## src/rtl/multicycle_controller_pkg.sv

```systemverilog
// Shared types for the multicycle controller: FSM states, opcodes and
// datapath select encodings, plus the Moore output decode.
package multicycle_controller_pkg;

    typedef enum logic [3:0] {
        FETCH     = 4'd0,
        DECODE    = 4'd1,
        MEMADR    = 4'd2,
        MEMREAD   = 4'd3,
        MEMWRITE  = 4'd4,
        MEMWB     = 4'd5,
        EXEC_R    = 4'd6,
        LUI       = 4'd7,
        ALUWB     = 4'd8,
        BRANCH    = 4'd9,
        JAL       = 4'd10,
        JALR      = 4'd11,
        JALR_LINK = 4'd12,
        FAULT     = 4'd13
    } state_t;

    localparam logic [6:0] OP_LOAD   = 7'b0000011;
    localparam logic [6:0] OP_STORE  = 7'b0100011;
    localparam logic [6:0] OP_RTYPE  = 7'b0110011;
    localparam logic [6:0] OP_BRANCH = 7'b1100011;
    localparam logic [6:0] OP_JAL    = 7'b1101111;
    localparam logic [6:0] OP_JALR   = 7'b1100111;
    localparam logic [6:0] OP_LUI    = 7'b0110111;

    typedef enum logic [2:0] {
        IMM_I = 3'b000,
        IMM_S = 3'b001,
        IMM_B = 3'b010,
        IMM_J = 3'b011,
        IMM_U = 3'b100
    } imm_src_t;

    typedef enum logic [1:0] {
        ALU_ADD    = 2'b00,
        ALU_SUB    = 2'b01,
        ALU_FUNCT  = 2'b10,
        ALU_PASS_B = 2'b11
    } alu_op_t;

    typedef enum logic [1:0] {
        SRC_A_PC     = 2'b00,
        SRC_A_OLD_PC = 2'b01,
        SRC_A_RS1    = 2'b10
    } alu_src_a_t;

    typedef enum logic [1:0] {
        SRC_B_RS2  = 2'b00,
        SRC_B_IMM  = 2'b01,
        SRC_B_FOUR = 2'b10
    } alu_src_b_t;

    typedef enum logic [1:0] {
        RES_ALU_OUT    = 2'b00,
        RES_READ_DATA  = 2'b01,
        RES_ALU_RESULT = 2'b10
    } result_src_t;

    typedef struct packed {
        logic        mem_req;
        logic        adr_src;
        logic        reg_write;
        logic        pc_write;
        alu_src_a_t  alu_src_a;
        alu_src_b_t  alu_src_b;
        result_src_t result_src;
        alu_op_t     alu_op;
        logic        err;
    } ctrl_t;

    // Input-independent outputs of each state; anything not set stays 0.
    function automatic ctrl_t decode_state(state_t s);
        ctrl_t c;
        c = '0;
        case (s)
            FETCH: begin
                c.mem_req    = 1'b1;
                c.alu_src_b  = SRC_B_FOUR;
                c.result_src = RES_ALU_RESULT;
            end
            DECODE: begin
                c.alu_src_a = SRC_A_OLD_PC;
                c.alu_src_b = SRC_B_IMM;
            end
            MEMADR: begin
                c.alu_src_a = SRC_A_RS1;
                c.alu_src_b = SRC_B_IMM;
            end
            MEMREAD, MEMWRITE: begin
                c.mem_req = 1'b1;
                c.adr_src = 1'b1;
            end
            MEMWB: begin
                c.result_src = RES_READ_DATA;
                c.reg_write  = 1'b1;
            end
            EXEC_R: begin
                c.alu_src_a = SRC_A_RS1;
                c.alu_op    = ALU_FUNCT;
            end
            LUI: begin
                c.alu_src_b = SRC_B_IMM;
                c.alu_op    = ALU_PASS_B;
            end
            ALUWB: c.reg_write = 1'b1;
            BRANCH: begin
                c.alu_src_a = SRC_A_RS1;
                c.alu_op    = ALU_SUB;
            end
            JAL, JALR_LINK: begin
                c.alu_src_a = SRC_A_OLD_PC;
                c.alu_src_b = SRC_B_FOUR;
                c.pc_write  = 1'b1;
            end
            JALR: begin
                c.alu_src_a = SRC_A_RS1;
                c.alu_src_b = SRC_B_IMM;
            end
            FAULT:   c.err = 1'b1;
            default: c.err = 1'b1;
        endcase
        return c;
    endfunction

    function automatic logic is_wait_state(state_t s);
        return (s == FETCH) || (s == MEMREAD) || (s == MEMWRITE);
    endfunction

endpackage

```

## src/rtl/multicycle_controller_if.sv

```systemverilog
// Unified-memory handshake between the controller (master) and memory (slave).
interface multicycle_controller_if;
    logic mem_req_o;
    logic adr_src_o;
    logic mem_write_o;
    logic mem_ready_i;

    modport master (
        output mem_req_o,
        output adr_src_o,
        output mem_write_o,
        input  mem_ready_i
    );

    modport slave (
        input  mem_req_o,
        input  adr_src_o,
        input  mem_write_o,
        output mem_ready_i
    );
endinterface

```

## src/rtl/multicycle_controller_wait_timer.sv

```systemverilog
// Counts consecutive not-ready cycles in a memory state and flags expiry
// on the last permitted cycle so the FSM can fault instead of advancing.
module wait_timer #(
    parameter int WAIT_TIMEOUT = 16
) (
    input  logic clk_i,
    input  logic rst_n_i,
    input  logic clear,
    input  logic ready,
    output logic expired
);
    localparam int CW = $clog2(WAIT_TIMEOUT + 1);
    localparam logic [CW-1:0] LAST = CW'(WAIT_TIMEOUT - 1);

    logic [CW-1:0] count;

    // A completed access restarts the count, so each new wait state begins at 0.
    always_ff @(posedge clk_i or negedge rst_n_i) begin
        if (!rst_n_i) begin
            count <= '0;
        end else if (clear || ready) begin
            count <= '0;
        end else begin
            count <= count + 1'b1;
        end
    end

    assign expired = !clear && !ready && (count == LAST);
endmodule

```

## src/rtl/multicycle_controller.sv

```systemverilog
// Multicycle RISC-V style control FSM: sequences fetch, decode, execute,
// memory and writeback, with a memory-wait timeout into a sticky fault state.
module multicycle_controller
    import multicycle_controller_pkg::*;
#(
    parameter int WAIT_TIMEOUT = 16
) (
    input  logic                    clk_i,
    input  logic                    rst_n_i,
    input  logic [6:0]              op_i,
    input  logic                    zero_i,
    multicycle_controller_if.master mem,
    output logic                    ir_write_o,
    output logic                    pc_write_o,
    output logic                    reg_write_o,
    output logic [1:0]              alu_src_a_o,
    output logic [1:0]              alu_src_b_o,
    output logic [1:0]              result_src_o,
    output logic [2:0]              imm_src_o,
    output logic [1:0]              alu_op_o,
    output logic                    err_o,
    output logic [3:0]              state_o
);
    state_t   state;
    state_t   next_state;
    ctrl_t    ctrl;
    imm_src_t imm_src;
    logic     timer_clear;
    logic     expired;
    logic     ready;

    assign ready       = mem.mem_ready_i;
    assign timer_clear = !is_wait_state(state);

    wait_timer #(
        .WAIT_TIMEOUT(WAIT_TIMEOUT)
    ) u_wait_timer (
        .clk_i   (clk_i),
        .rst_n_i (rst_n_i),
        .clear   (timer_clear),
        .ready   (ready),
        .expired (expired)
    );

    always_comb begin
        next_state = state;
        case (state)
            FETCH: begin
                if (expired)    next_state = FAULT;
                else if (ready) next_state = DECODE;
            end
            DECODE: begin
                case (op_i)
                    OP_LOAD, OP_STORE: next_state = MEMADR;
                    OP_RTYPE:          next_state = EXEC_R;
                    OP_BRANCH:         next_state = BRANCH;
                    OP_JAL:            next_state = JAL;
                    OP_JALR:           next_state = JALR;
                    OP_LUI:            next_state = LUI;
                    default:           next_state = FAULT;
                endcase
            end
            MEMADR:    next_state = (op_i == OP_LOAD) ? MEMREAD : MEMWRITE;
            MEMREAD: begin
                if (expired)    next_state = FAULT;
                else if (ready) next_state = MEMWB;
            end
            MEMWRITE: begin
                if (expired)    next_state = FAULT;
                else if (ready) next_state = FETCH;
            end
            MEMWB:     next_state = FETCH;
            EXEC_R:    next_state = ALUWB;
            LUI:       next_state = ALUWB;
            ALUWB:     next_state = FETCH;
            BRANCH:    next_state = FETCH;
            JAL:       next_state = ALUWB;
            JALR:      next_state = JALR_LINK;
            JALR_LINK: next_state = ALUWB;
            FAULT:     next_state = FAULT;
            default:   next_state = FAULT;
        endcase
    end

    // Moore outputs are registered alongside the state they belong to.
    always_ff @(posedge clk_i or negedge rst_n_i) begin
        if (!rst_n_i) begin
            state <= FETCH;
            ctrl  <= decode_state(FETCH);
        end else begin
            state <= next_state;
            ctrl  <= decode_state(next_state);
        end
    end

    // Immediate type follows the opcode, which only settles once the IR is loaded.
    always_comb begin
        imm_src = IMM_I;
        case (state)
            DECODE:  imm_src = (op_i == OP_JAL) ? IMM_J : IMM_B;
            MEMADR:  imm_src = (op_i == OP_STORE) ? IMM_S : IMM_I;
            LUI:     imm_src = IMM_U;
            default: imm_src = IMM_I;
        endcase
    end

    assign ir_write_o      = (state == FETCH) && ready;
    assign pc_write_o      = ctrl.pc_write || ir_write_o || ((state == BRANCH) && zero_i);
    assign mem.mem_write_o = (state == MEMWRITE) && ready;
    assign mem.mem_req_o   = ctrl.mem_req;
    assign mem.adr_src_o   = ctrl.adr_src;
    assign reg_write_o     = ctrl.reg_write;
    assign alu_src_a_o     = ctrl.alu_src_a;
    assign alu_src_b_o     = ctrl.alu_src_b;
    assign result_src_o    = ctrl.result_src;
    assign alu_op_o        = ctrl.alu_op;
    assign imm_src_o       = imm_src;
    assign err_o           = ctrl.err;
    assign state_o         = state;
endmodule
```

## src/flat_wrapper.sv

```systemverilog
// flat-port wrapper written by rule: the top's interface ports become plain ports
module multicycle_controller_flat import multicycle_controller_pkg::*;
#(
    parameter int WAIT_TIMEOUT = 16
)
  (clk_i, rst_n_i, op_i, zero_i, ir_write_o, pc_write_o, reg_write_o, alu_src_a_o, alu_src_b_o, result_src_o, imm_src_o, alu_op_o, err_o, state_o, mem_mem_req_o, mem_adr_src_o, mem_mem_write_o, mem_mem_ready_i);
  multicycle_controller_if mem_i ();
  input  logic clk_i;
  input  logic rst_n_i;
  input  logic [6:0] op_i;
  input  logic zero_i;
  output logic ir_write_o;
  output logic pc_write_o;
  output logic reg_write_o;
  output logic [1:0] alu_src_a_o;
  output logic [1:0] alu_src_b_o;
  output logic [1:0] result_src_o;
  output logic [2:0] imm_src_o;
  output logic [1:0] alu_op_o;
  output logic err_o;
  output logic [3:0] state_o;
  output wire logic [$bits(mem_i.mem_req_o)-1:0] mem_mem_req_o;
  output wire logic [$bits(mem_i.adr_src_o)-1:0] mem_adr_src_o;
  output wire logic [$bits(mem_i.mem_write_o)-1:0] mem_mem_write_o;
  input wire logic [$bits(mem_i.mem_ready_i)-1:0] mem_mem_ready_i;
  assign mem_mem_req_o = mem_i.mem_req_o;
  assign mem_adr_src_o = mem_i.adr_src_o;
  assign mem_mem_write_o = mem_i.mem_write_o;
  assign mem_i.mem_ready_i = mem_mem_ready_i;
  multicycle_controller #(.WAIT_TIMEOUT(WAIT_TIMEOUT)) u_core (.clk_i(clk_i), .rst_n_i(rst_n_i), .op_i(op_i), .zero_i(zero_i), .mem(mem_i), .ir_write_o(ir_write_o), .pc_write_o(pc_write_o), .reg_write_o(reg_write_o), .alu_src_a_o(alu_src_a_o), .alu_src_b_o(alu_src_b_o), .result_src_o(result_src_o), .imm_src_o(imm_src_o), .alu_op_o(alu_op_o), .err_o(err_o), .state_o(state_o));
endmodule
```

## config.mk

```make
export PLATFORM = sky130hd
export DESIGN_NAME = multicycle_controller_flat
export DESIGN_NICKNAME = d
export VERILOG_FILES = /design/src/rtl/multicycle_controller_pkg.sv /design/src/rtl/multicycle_controller_if.sv /design/src/rtl/multicycle_controller_wait_timer.sv /design/src/rtl/multicycle_controller.sv /design/src/flat_wrapper.sv
export SDC_FILE = /design/constraint.sdc
export NUM_CORES = 1
export LEC_CHECK = 0
export BUFFER_PORTS_ARGS = -buffer_cell sky130_fd_sc_hd__buf_2
export CAP_MARGIN = 10
export CORE_UTILIZATION = 45
export DETAILED_ROUTE_END_ITERATION = 10
export PLACE_DENSITY = 0.69
export SYNTH_ARGS = -nofsm -noshare
export SYNTH_HDL_FRONTEND = slang
export SYNTH_SLANG_ARGS = --single-unit
```

## constraint.sdc

```tcl
create_clock -name clk_i -period 6.85 [get_ports clk_i]
set_input_delay 0.3425 -clock clk_i [delete_from_list [all_inputs] [get_ports clk_i]]
set_output_delay 0.3425 -clock clk_i [all_outputs]
set_load 0.005 [all_outputs]
```

==> results by stage, run 1 <==
Outcome:
- The flow ran to the end, but the final reports show violations.
- The final reports fail on DRC.

Pwr:
- The share of total power dissipated in sequential elements is a little under two fifths.
- The analysis attributes to cell leakage a power of just under 0.8 nW.
- The internal power of the cells totals 0.000338 W.
- Of the total power, the share spent switching nets is 37.4%.
- The power density over the cells is 347 mW/mm².
- Across the VDD grid, the largest voltage drop is 0.166 mV.
- In this run, the clock network consumes 18.7% of the power.
- The combinational power share is between 40% and 50%.
- For this design the total switching power over the nets is 0.000202 W.

Worst setup path:
- The biggest cell delay along the critical path is between 0.5 and 0.6 ns.
- The count of buffer and inverter cells on the critical path is 1.
- Of all nets on the critical path, the largest fanout is 8.
- The critical setup path kind is reg2out.
- The critical path goes through ha_1 -> and3_1 -> ha_1 -> nand2b_2 -> a21o_1 -> o311ai_1 -> nor4_4 -> nor3_2 -> or3_1 -> buf_2.
- For the worst setup path, the data required time is 6.51 ns.
- The worst setup path is captured at a primary output.
- Among cell families on the critical path, the largest total delay comes from simple AND/OR/NAND/NOR gates.
- The library cell contributing the largest single delay on the critical path is sky130_fd_sc_hd__nor4_4.
- Among the stages of the critical path, the cell type that occurs most often is sky130_fd_sc_hd__ha_1.
- The critical path arrival is 2.85 ns.
- The kind of start point of the critical path is a flip-flop.

Route:
- For this block, the routed nets add up to about 2.8 mm of wire.
- The length of routed met2 wiring is about 1.3 mm.
- The average routed wire per standard cell is between 10 and 15 µm.
- The DRC violation count after routing is 3.
- After detailed routing, no signal wire sits above met4.
- In the final routing, the length of wire on met1 measures between 1 and 1.5 mm.
- The pre-antenna-repair detailed-routing pass consisted of 8 iterations.
- The number of vias after detailed routing is 1079.
- Wire segments on met3 add up to 110 µm in the final route.
- The detailed router finished its first iteration with 28 violations.
- In the routed layout, each cell is associated on average with a via count of 5.53.
- The number of antenna-violating nets in the routed design is 0.

Floorplanning:
- The die covers approximately 0.0033 mm².
- In this run the vertical extent of the chip is 57.4 µm.
- The floorplan step defined a core boundary enclosing around 0.0028 mm².
- The horizontal extent of the die is 57.4 µm.
- The boundary pin count is 33.
- Once the floorplan was initialized, standard cells occupied roughly half of the core.
- Row generation in the floorplan step produced 19 rows.

Synthesis:
- The dominant combinational cell family by area after synthesis is simple AND/OR/NAND/NOR gates.
- The synthesized-area fraction occupied by xor and xnor cells is 1.90%.
- In the post-synthesis netlist, the biggest area contributors are sky130_fd_sc_hd__dfrtp_1 34%, sky130_fd_sc_hd__dfstp_2 5.7%, sky130_fd_sc_hd__buf_4 4.9%, sky130_fd_sc_hd__nand2_1 3.8%, sky130_fd_sc_hd__nor2_1 3.8%.
- Of the total synthesized cell area, the portion taken by AND, OR, NAND and NOR gates is 32.5%.
- Dividing the synthesized area by the synthesized cell count gives 9.94 µm².
- The count of state elements after synthesis is 22.
- The async set or reset register ratio after synthesis is 100%.
- The multiplexer area fraction after synthesis is 0%.
- Summed over all instances, the cell type with the most area after synthesis is sky130_fd_sc_hd__dfrtp_1.
- Counting distinct cell types in the post-synthesis netlist gives 60.
- Counting flops with a built-in enable in the synthesized netlist gives 0.
- The compound-gate portion of the synthesized area is between 10% and 20%.
- The number of nets produced by synthesis is 152.
- The post-synthesis share of cell area spent on full adders, half adders and majority gates is ~1.8%.
- The synthesized netlist occupies a cell area of 0.00138 mm².
- In the synthesized netlist the dominant register cell turns out to be sky130_fd_sc_hd__dfrtp_1.
- For this run, the register share of the synthesized area comes to 40.1%.
- The Yosys step of the flow raised 0 warnings.
- Synthesis produced a netlist whose cell count is around 140.
- The proportion of netlist area held by the largest area contributor is ~34%.

Timing:
- Setup violations remaining at the end of the flow were counted as 0.
- The hold violation count in the final report is 0.
- At the pin with the least slew margin, the transition time is 0.502 ns.
- The setup TNS after final layout is 0 ns.
- The final period demand of the worst path is 3.19 ns.
- Hold timing on the final database bottoms out at a slack of 0.326 ns.
- The post-route clock period utilization is 46.6%.
- The total count of max-transition violations in the final report is 0.
- Setup repair after global routing left no endpoint under its margin.
- The relative slew slack is about two thirds.
- The worst clock skew on the final layout is slightly above 0.007 ns.
- The maximum clock rate is 0.313 GHz.

GRT:
- After global routing the overflow that remains totals 0.
- The first global-routing pass estimated 4.84 mm of wire.
- Entering global routing, the biggest net connects 23 pins.
- The number of antenna violations at the first check in global routing is 0.
- Global routing used roughly 18% of the available tracks.
- The number of global-route vias before repair was 1039.

Min path:
- The path type of the worst min-delay path is in2reg.

Finish:
- The final-layout fill cell count is 270.
- The antenna diode count is 0.
- The growth of design area from synthesis to finish is 12.6%.
- The net count of the finished layout is 178.
- The proportion of layout cells with a drive suffix above 1 is ~38%.

Place:
- The placer's final routability congestion estimate is 0.880.
- Once detailed placement completed, the half-perimeter wirelength came to 2.06 mm.
- The count of port buffers added during placement is 32.

Clock tree:
- Clock latency on the worst-skew pair, taken at its later pin, is about 0.31 ns.
- For this design, the sink count on the clock tree is 22.
- The cell at the root of the clock tree is sky130_fd_sc_hd__clkbuf_4.
- The total number of H-tree levels is 1.
- In this run the post-CTS setup repair buffer count came out at 0.
- In this run the deepest clock path goes through 2 buffers.
- Clock-pin slew was measured on the worst setup and hold paths at 0.13 ns.
- The clock tree from TritonCTS is done.
- The number of buffers created by CTS is 3.

Flow run:
- The max-cap check violation count is 0.
worst register-to-register path, stage by stage, from the launching register on:
cell	delay (ns)
sky130_fd_sc_hd__dfrtp_1	0.42
sky130_fd_sc_hd__ha_1	0.23
sky130_fd_sc_hd__and3_1	0.19
sky130_fd_sc_hd__ha_1	0.23
sky130_fd_sc_hd__nand2b_2	0.11
sky130_fd_sc_hd__a21o_1	0.11
sky130_fd_sc_hd__o311ai_1	0.14
sky130_fd_sc_hd__nor4_4	0.52
sky130_fd_sc_hd__and4b_4	0.28
sky130_fd_sc_hd__a211o_1	0.26
stage by stage:
| stage | total power (W) | instance area (µm²) | setup slack, ns | util, % | instances |
|---|---|---|---|---|---|
| after floorplan | 0.000388 | 1380 | 4.30 | - | 139 |
| after global placement | 0.000440 | 1490 | 4.14 | 52.8 | 190 |
| after detailed placement | 0.000442 | 1490 | 4.03 | 52.8 | 190 |
| after CTS | 0.000544 | 1560 | 3.66 | 55.0 | 195 |
| after global routing | 0.000580 | 1560 | 3.47 | 55.0 | 195 |
| final | 0.000540 | 1560 | 3.66 | 55.0 | 195 |
per-layer routing:
metal  vias to the layer above  global-route usage [%]
met5                         -                       0
met2                        29                    29.9
met3                         4                    1.36
met4                         0                    5.57
li1                        533                       -
met1                       513                    26.4
area by class of cell:
class / count / area, µm² / area share [%]
multi-input cells: 98 / 708 / 45.5
flip-flops and latches: 22 / 554 / 35.6
repair buffers: 33 / 170 / 10.9
well taps: 31 / 38.8 / 2.49
inverters: 7 / 31.3 / 2.01
clock inverters: 1 / 30.0 / 1.93
clock buffers: 3 / 22.5 / 1.45
state kept, by name, summed over array words and instances, names as in the netlist:
register	count
u_core.mem.adr_src_o	1
u_core.alu_src_b_o	2
u_core.err_o	1
u_core.alu_op_o	2
u_core.ctrl	1
u_core.mem.mem_req_o	1
u_core.result_src_o	2
u_core.u_wait_timer.count	5
u_core.reg_write_o	1
u_core.state_o	4
u_core.alu_src_a_o	2
Yosys cell counts, drive strengths merged, types with 2 or more instances:
cell    count
inv         6
ha          2
nand2      14
nor3b       2
a21o        2
dfrtp      19
a21boi      2
o21a        3
nor3        3
nor2       14
or3         2
a21oi       4
and2b       2
o21ai       7
nand2b      3
dfstp       3
nor4        3
nand3       5
xnor2       2
and3        5
buf        11
or2         2
o32ai       2
cells in the final DEF (no fill, tap or decap), types with 2 or more instances in the layout:
master and instances:
sky130_fd_sc_hd__buf_2 32, sky130_fd_sc_hd__dfrtp_1 19, sky130_fd_sc_hd__nor2_1 14, sky130_fd_sc_hd__nand2_1 14
sky130_fd_sc_hd__and3_1 4, sky130_fd_sc_hd__nand3_1 4, sky130_fd_sc_hd__a21oi_1 4, sky130_fd_sc_hd__o21ai_0 4
sky130_fd_sc_hd__inv_2 3, sky130_fd_sc_hd__inv_1 3, sky130_fd_sc_hd__clkbuf_4 3, sky130_fd_sc_hd__dfstp_2 3
sky130_fd_sc_hd__and2b_1 2, sky130_fd_sc_hd__nor4_4 2, sky130_fd_sc_hd__o32ai_1 2, sky130_fd_sc_hd__o21ai_1 2
sky130_fd_sc_hd__nor3b_1 2, sky130_fd_sc_hd__o21a_1 2, sky130_fd_sc_hd__nor3_1 2, sky130_fd_sc_hd__xnor2_1 2
sky130_fd_sc_hd__ha_1 2
power groups by stage:
stage	combinational [W]	sequential (W)	clock (W)
5_1_grt	0.000262	0.000214	0.000105
2_1_floorplan	0.000196	0.000192	0
3_3_place_gp	0.000232	0.000209	0
3_5_place_dp	0.000233	0.000210	0
4_1_cts	0.000235	0.000207	0.000103
6_report	0.000233	0.000207	0.000101
timing repair:
action                    in CTS  in global routing
hold buffers                   1                  0
hold endpoints to repair      19                  0
gates resized for setup        0                  0
path summary, 6_finish.rpt:
path	cells past startpoint	slack (ns)	start	end
max	10	3.66	u_core.u_wait_timer.count[0]	pc_write_o
max reg2reg	9	4.28	u_core.u_wait_timer.count[0]	u_core.reg_write_o
max in group asynchronous	2	5.99	rst_n_i	u_core.mem.mem_req_o
min in group asynchronous	2	0.51	rst_n_i	u_core.ctrl[9]
min reg2reg	1	0.47	u_core.u_wait_timer.count[0]	u_core.u_wait_timer.count[0]
min	2	0.33	op_i[3]	u_core.alu_src_a_o[1]
cell families (layout without fill, tap and decap cells):
family | Yosys count | in the layout
xor gates and xnor gates | 3 | 3
buffers and inverters | 19 | 44
AOI/OAI and AO/OA | 28 | 28
and+or+nand+nor | 65 | 65
DFF | 22 | 22
adders and majority gates | 2 | 2
(Power assumes the default switching activity.)
==> run 2: changes to the inputs <==
Clock period 6.85 ns to 3.2 ns, I/O delays scaled along.
==> results by stage, run 2 (synthesis gave the netlist of run 1 again) <==
Clock tree:
- The cell at the root of the clock tree is sky130_fd_sc_hd__clkbuf_4 (unchanged).
- The total number of H-tree levels came to 1 (unchanged).
- The latest clock arrival within the worst-skew pair is 0.31 ns (about the same).
- The clock-pin slew of the registers on the worst-case setup and hold paths is 0.13 ns (about the same).
- The count of buffers added by post-CTS timing repair for setup is 0 (unchanged).
- The number of buffers created by CTS is 3 (unchanged).
- The clock tree from TritonCTS is done (unchanged).
- The worst-case clock buffer depth is 2 (unchanged).
- The clock sink count is 22 (unchanged).

Outcome:
- Outcome: finished with violations (unchanged).
- Violated checks: DRC (unchanged).

Floorplanning:
- The cell row count is 19 (unchanged).
- The starting utilization of the core area is 48.8% (unchanged).
- The floorplan core area was 0.00283 mm² (unchanged).
- The die span in y is 57.4 µm (unchanged).
- The boundary pin count was 33 (unchanged).
- The horizontal extent of the die was 57.4 µm (unchanged).
- The die outline area is 0.00330 mm² (unchanged).

Worst setup path:
- The biggest cell delay along the critical path is 0.42 ns (was 0.52 ns).
- The library cell contributing the largest single delay on the critical path is sky130_fd_sc_hd__dfrtp_1 (was sky130_fd_sc_hd__nor4_4).
- The cell repeated most along the worst path is sky130_fd_sc_hd__ha_1 (unchanged).
- The count of buffer and inverter cells on the critical path came to 1 (unchanged).
- The kind of start point of the critical path is a flip-flop (unchanged).
- The kind of cell adding the most delay to the critical path is simple AND/OR/NAND/NOR gates (unchanged).
- Cells along the critical path: ha_1 -> and3_1 -> ha_1 -> nand2b_2 -> a21o_1 -> o311ai_1 -> nor4_4 -> nor3_2 -> or3_1 -> buf_2 (unchanged).
- The critical path arrival is 2.70 ns (was 2.85 ns).
- The endpoint class of the critical path was a primary output (unchanged).
- The required arrival time at the worst endpoint is 3.04 ns (was 6.51 ns).
- The critical setup path kind is reg2out (unchanged).
- The highest net fanout along the worst path is 8 (unchanged).

Finish:
- The number of standard cells in the final layout excluding fillers is 195 (unchanged).
- Top library cells by usage in the layout, fill and taps aside: 32 x sky130_fd_sc_hd__buf_2, 19 x sky130_fd_sc_hd__dfrtp_1, 14 x sky130_fd_sc_hd__nor2_1, 14 x sky130_fd_sc_hd__nand2_1 (unchanged).
- The flip-flop count of the largest register after layout is 5 (unchanged).
- The largest register by flop count is u_core.u_wait_timer.count (unchanged).
- The number of nets in the layout was 178 (unchanged).
- The proportion of layout cells with a drive suffix above 1 came to 38.4% (unchanged).
- The growth of design area from synthesis to finish is 12.6% (unchanged).
- The antenna diode count is 0 (unchanged).
- The most common cell after layout, fill and taps aside was sky130_fd_sc_hd__buf_2 (unchanged).

Route:
- The number of vias after detailed routing is 1113 (was 1079).
- The final wirelength is 2.89 mm (was 2.80 mm).
- The DRC violation count after routing is 3 (unchanged).
- The number of detailed-routing iterations run before antenna repair is 8 (unchanged).
- The number of antenna-violating nets in the routed design came to 0 (unchanged).
- The via count normalized by instance count is 5.71 (was 5.53).
- The number of DRC markers after the initial detailed-route iteration is 27 (was 28).
- The average routed wire per standard cell came to 14.8 µm (was 14.3 µm).

Timing:
- The hold violation count in the final report came to 0 (unchanged).
- The number of failing setup endpoints in the final timing report was 0 (unchanged).
- The relative slew slack is 64.9% (was 66.6%).
- After layout, the worst path uses 89.5% of the clock period.
- The maximum clock rate is 0.349 GHz.
- The final setup slack of the worst path was 0.336 ns (was 3.66 ns).
- The worst clock skew on the final layout was 0.00423 ns (was 0.00726 ns).
- The pin slew with the least headroom to its limit is 0.526 ns (was 0.502 ns).
- The total count of max-transition violations in the final report was 0 (unchanged).
- The smallest clock period supported by the final layout is computed as 2.86 ns.
- The setup TNS after final layout was 0 ns (unchanged).
- RSZ-0062 raised after global routing: false (unchanged).

Place:
- The post-place setup slack is 0.553 ns (was 4.03 ns).
- The count of port buffers added during placement is 32 (unchanged).
- The post-detailed-placement half-perimeter wirelength is 2.13 mm (was 2.06 mm).
- The placer's final routability congestion estimate is 0.922 (was 0.880).
- The number of placed instances, taps included is 190 (unchanged).

GRT:
- The number of global-route vias before repair is 1011 (was 1039).
- The overall track demand over capacity in global routing was 18.6% (was 18.5%).
- The global routing usage on met3 is 1.59% (was 1.36%).
- The number of antenna violations at the first check in global routing came to 0 (unchanged).
- The highest-utilization routing layer at the global route stage was met2 (unchanged).
- The total global routing overflow came to 0 (unchanged).
- The met1 track demand over resource in global routing was 26.1% (was 26.4%).
- The maximum number of pins on one net before global-route repair is 23 (unchanged).
- The global-route wire length before repair is 4.78 mm (was 4.84 mm).
- The fraction of met2 tracks used by global routing is 30.2% (was 29.9%).

Min path:
- The path type of the worst min-delay path is in2reg (unchanged).

Pwr:
- The total design power was 0.00116 W (was 0.000540 W).
- The power density over the cells was 749 mW/mm² (was 347 mW/mm²).
- The peak supply drop was 0.330 mV (was 0.166 mV).
- The leakage power summed over all cells was 0.776 nW (about the same).

Flow run:
- The max-cap check violation count is 0 (unchanged).
run 2: cell counts in the layout (fill, tap and decap cells not counted):
No cell type changed its count.
run 2: area by class of cell:
cell class	count	area [µm²]
fillers	258	1270
multi-input cells	98	708
repair buffers	33	170
well taps	31	38.8
clock buffers	3	22.5
flip-flops and latches	22	554
clock inverters	1	30.0
inverters	7	31.3
run 2: worst register-to-register path, delay by kind of cell (launching register included):
kind | cells | cell delay [ns]
AND/OR/NAND/NOR | 4 | 0.92
AO/OA/AOI/OAI | 3 | 0.59
adder cells (fa/ha/maj) | 2 | 0.44
flip-flops | 1 | 0.42
run 2: worst paths after layout:
check / from / endpoint / slack, ns / depth (start not counted)
hold reg to reg: u_core.u_wait_timer.count[0] / u_core.u_wait_timer.count[0] / 0.49 / 1
min in group asynchronous: rst_n_i / u_core.u_wait_timer.count[4] / 0.32 / 2
hold / removal: op_i[3] / u_core.alu_src_a_o[1] / 0.15 / 2
max in group asynchronous: rst_n_i / u_core.mem.mem_req_o / 2.52 / 2
setup / recovery: u_core.u_wait_timer.count[0] / pc_write_o / 0.34 / 10
setup reg to reg: u_core.u_wait_timer.count[0] / u_core.reg_write_o / 0.72 / 9
run 2: per-layer routing:
metal  share of wire [%]  wire [µm]
met5                   0          0
met4                 1.3         38
met3                 4.2        121
met2                  48       1390
met1                  46       1340
run 2: what timing repair did:
item	CTS	global route
gates resized for setup	0	0
setup endpoints to repair	0	1
endpoints found under the hold margin	19	0
hold buffers	1	0
run 2: through the flow:
stage / utilization [%] / cell area [µm²] / hold slack, ns
after detailed placement: 52.8 / 1490 / 0.152
final: 55.0 / 1560 / 0.148
after CTS: 55.0 / 1560 / 0.137
after global routing: 55.0 / 1560 / 0.139
after global placement: 52.8 / 1490 / 0.133
after floorplan: - / 1380 / -0.136
run 2: where the power goes:
| group | internal, W | leakage (nW) | total (W) | switching, W |
|---|---|---|---|---|
| Clock | 0.000127 | 0.0279 | 0.000215 | 0.0000883 |
| Sequential | 0.000365 | 0.288 | 0.000444 | 0.0000785 |
| Combinational | 0.000233 | 0.459 | 0.000506 | 0.000273 |
| Total | 0.000725 | 0.776 | 0.00116 | 0.000440 |
==> run 3: changes to the inputs <==
Settings changed: CTS_BUF_LIST set to sky130_fd_sc_hd__clkbuf_8.
==> results by stage, run 3 (synthesis gave the netlist of run 1 again) <==
Outcome:
- Outcome: finished with violations (unchanged).
- Violated checks: DRC (unchanged).

Floorplanning:
- The die outline area came to 0.00330 mm² (unchanged).
- The die span in y is 57.4 µm (unchanged).
- The boundary pin count is 33 (unchanged).
- The floorplan core area is 0.00283 mm² (unchanged).
- The starting utilization of the core area came to 48.8% (unchanged).
- The horizontal extent of the die is 57.4 µm (unchanged).
- The cell row count came to 19 (unchanged).

Place:
- The post-detailed-placement half-perimeter wirelength is 2.13 mm (unchanged).
- The number of placed instances, taps included came to 190 (unchanged).
- The placer's final routability congestion estimate is 0.922 (unchanged).
- The count of port buffers added during placement is 32 (unchanged).

GRT:
- The number of antenna violations at the first check in global routing is 0 (unchanged).
- The total global routing overflow is 0 (unchanged).
- The number of global-route vias before repair is 1018 (was 1011).
- The maximum number of pins on one net before global-route repair is 23 (unchanged).
- The overall track demand over capacity in global routing is 18.8% (was 18.6%).
- The global-route wire length before repair came to 4.84 mm (was 4.78 mm).

Pwr:
- The leakage power summed over all cells is 0.784 nW (was 0.776 nW).
- The peak supply drop came to 0.292 mV (was 0.330 mV).
- The power density over the cells is 763 mW/mm² (was 749 mW/mm²).

Min path:
- The path type of the worst min-delay path is in2reg (unchanged).

Finish:
- The largest register by flop count is u_core.u_wait_timer.count (unchanged).
- The number of standard cells in the final layout excluding fillers is 195 (unchanged).
- The area taken by flip-flops and latches is 554 µm² (unchanged).
- The flip-flop count of the largest register after layout is 5 (unchanged).
- The antenna diode count came to 0 (unchanged).
- The proportion of layout cells with a drive suffix above 1 was 38.4% (unchanged).
- The growth of design area from synthesis to finish came to 13.9% (was 12.6%).
- The final-layout fill cell count is 252 (was 258).
- The most common cell after layout, fill and taps aside is sky130_fd_sc_hd__buf_2 (unchanged).
- The number of nets in the layout is 178 (unchanged).
- Top library cells by usage in the layout, fill and taps aside: 32 x sky130_fd_sc_hd__buf_2, 19 x sky130_fd_sc_hd__dfrtp_1, 14 x sky130_fd_sc_hd__nor2_1, 14 x sky130_fd_sc_hd__nand2_1 (unchanged).
- The area occupied by multi-input gates came to 708 µm² (unchanged).

Route:
- The number of vias after detailed routing came to 1089 (was 1113).
- The number of DRC markers after the initial detailed-route iteration came to 30 (was 27).
- The average routed wire per standard cell is 14.9 µm (was 14.8 µm).
- The final wirelength was 2.90 mm (was 2.89 mm).
- The number of detailed-routing iterations run before antenna repair came to 7 (was 8).
- The via count normalized by instance count is 5.58 (was 5.71).
- The number of antenna-violating nets in the routed design came to 0 (unchanged).
- The DRC violation count after routing is 3 (unchanged).

Clock tree:
- The number of resized instances in the post-cts repair step is 0 (unchanged).
- The clock sink count came to 22 (unchanged).
- The latest clock arrival within the worst-skew pair is 0.26 ns (was 0.31 ns).
- The cell at the root of the clock tree is sky130_fd_sc_hd__clkbuf_8 (was sky130_fd_sc_hd__clkbuf_4).
- The number of buffers created by CTS was 3 (unchanged).
- The clock-pin slew of the registers on the worst-case setup and hold paths is 0.08 ns (was 0.13 ns).
- The worst-case clock buffer depth is 2 (unchanged).
- The total number of H-tree levels was 1 (unchanged).
- The clock tree from TritonCTS is done (unchanged).

Flow run:
- The max-cap check violation count is 0 (unchanged).

Worst setup path:
- The worst-case register-to-register setup slack is 0.66 ns (was 0.72 ns).
- The highest net fanout along the worst path was 8 (unchanged).
- The required arrival time at the worst endpoint came to 3.04 ns (about the same).
- Cells along the critical path: ha_1 -> and3_1 -> ha_1 -> nand2b_2 -> a21o_1 -> o311ai_1 -> nor4_4 -> nor3_2 -> or3_1 -> buf_2 (unchanged).
- The endpoint class of the critical path was a primary output (unchanged).
- The library cell contributing the largest single delay on the critical path is sky130_fd_sc_hd__nor4_4 (was sky130_fd_sc_hd__dfrtp_1).
- The biggest cell delay along the critical path is 0.52 ns (was 0.42 ns).
- The critical path arrival is 2.75 ns (was 2.70 ns).
- The kind of start point of the critical path was a flip-flop (unchanged).
- The cell repeated most along the worst path is sky130_fd_sc_hd__ha_1 (unchanged).
- The critical setup path kind is reg2out (unchanged).

Timing:
- The worst clock skew on the final layout is 0.00201 ns (was 0.00423 ns).
- The relative slew slack is 64.1% (was 64.9%).
- The hold violation count in the final report is 0 (unchanged).
- The maximum clock rate is 0.344 GHz (was 0.349 GHz).
- The pin slew with the least headroom to its limit was 0.539 ns (was 0.526 ns).
- The post-route clock period utilization is 91.0% (was 89.5%).
- The number of failing setup endpoints in the final timing report is 0 (unchanged).
- The final period demand of the worst path is 2.91 ns (was 2.86 ns).
- RSZ-0062 raised after global routing: false (unchanged).
- The setup TNS after final layout is 0 ns (unchanged).
- The total count of max-transition violations in the final report is 0 (unchanged).
[run 3: cell counts in the layout (fill, tap and decap cells not counted)]
Identical to the previous run, type by type.
[run 3: worst paths after layout]
check	from	endpoint	cells past startpoint
max	u_core.u_wait_timer.count[0]	pc_write_o	10
min	op_i[3]	u_core.alu_src_a_o[1]	2
max reg2reg	u_core.u_wait_timer.count[0]	u_core.reg_write_o	9
min reg2reg	u_core.u_wait_timer.count[0]	u_core.u_wait_timer.count[0]	1
max in group asynchronous	rst_n_i	u_core.mem.mem_req_o	2
min in group asynchronous	rst_n_i	u_core.u_wait_timer.count[4]	2
[run 3: per-layer routing]
layer,track usage [%],routed length (µm),vias up
li1,-,-,533
met1,26.5,1340,518
met2,30.6,1410,36
met3,1.81,129,2
met4,5.57,23,0
met5,0,0,-
[run 3: cell type report]
class / count / area share [%]
multi-input combinational: 98 / 45.0
clock buffer: 3 / 2.62
clock inverter: 1 / 1.91
tap: 31 / 2.46
inverter: 7 / 1.99
sequential: 22 / 35.2
timing repair buffer: 33 / 10.8
[run 3: power breakdown]
group | total (W) | switching (W) | internal [W]
sequential | 0.000446 | 0.0000801 | 0.000366
clock | 0.000254 | 0.0000871 | 0.000167
combinational | 0.000501 | 0.000270 | 0.000232
total | 0.00120 | 0.000437 | 0.000764
[run 3: stage by stage]
step | hold slack, ns | total power [W] | util (%) | instance area, µm² | setup WS (ns)
final | 0.208 | 0.00120 | 55.6 | 1570 | 0.289
after global routing | 0.210 | 0.00129 | 55.6 | 1570 | 0.0633
after CTS | 0.199 | 0.00121 | 55.6 | 1570 | 0.283
after detailed placement | 0.152 | 0.000950 | 52.8 | 1490 | 0.553
after global placement | 0.133 | 0.000941 | 52.8 | 1490 | 0.666
after floorplan | -0.136 | 0.000831 | - | 1380 | 0.835
[run 3: repair_timing]
action / in CTS / in global routing
hold buffers: 1 / 0
endpoints found under the hold margin: 19 / 0
buffers inserted: 0 / 0
[run 3: worst max-delay path: cells and delay by family (launching register included)]
| family | cells | cell delay (ns) |
|---|---|---|
| compound gates | 2 | 0.25 |
| fa+ha+maj | 2 | 0.44 |
| buf+inv | 1 | 0.13 |
| flops | 1 | 0.41 |
| simple gates | 5 | 1.26 |
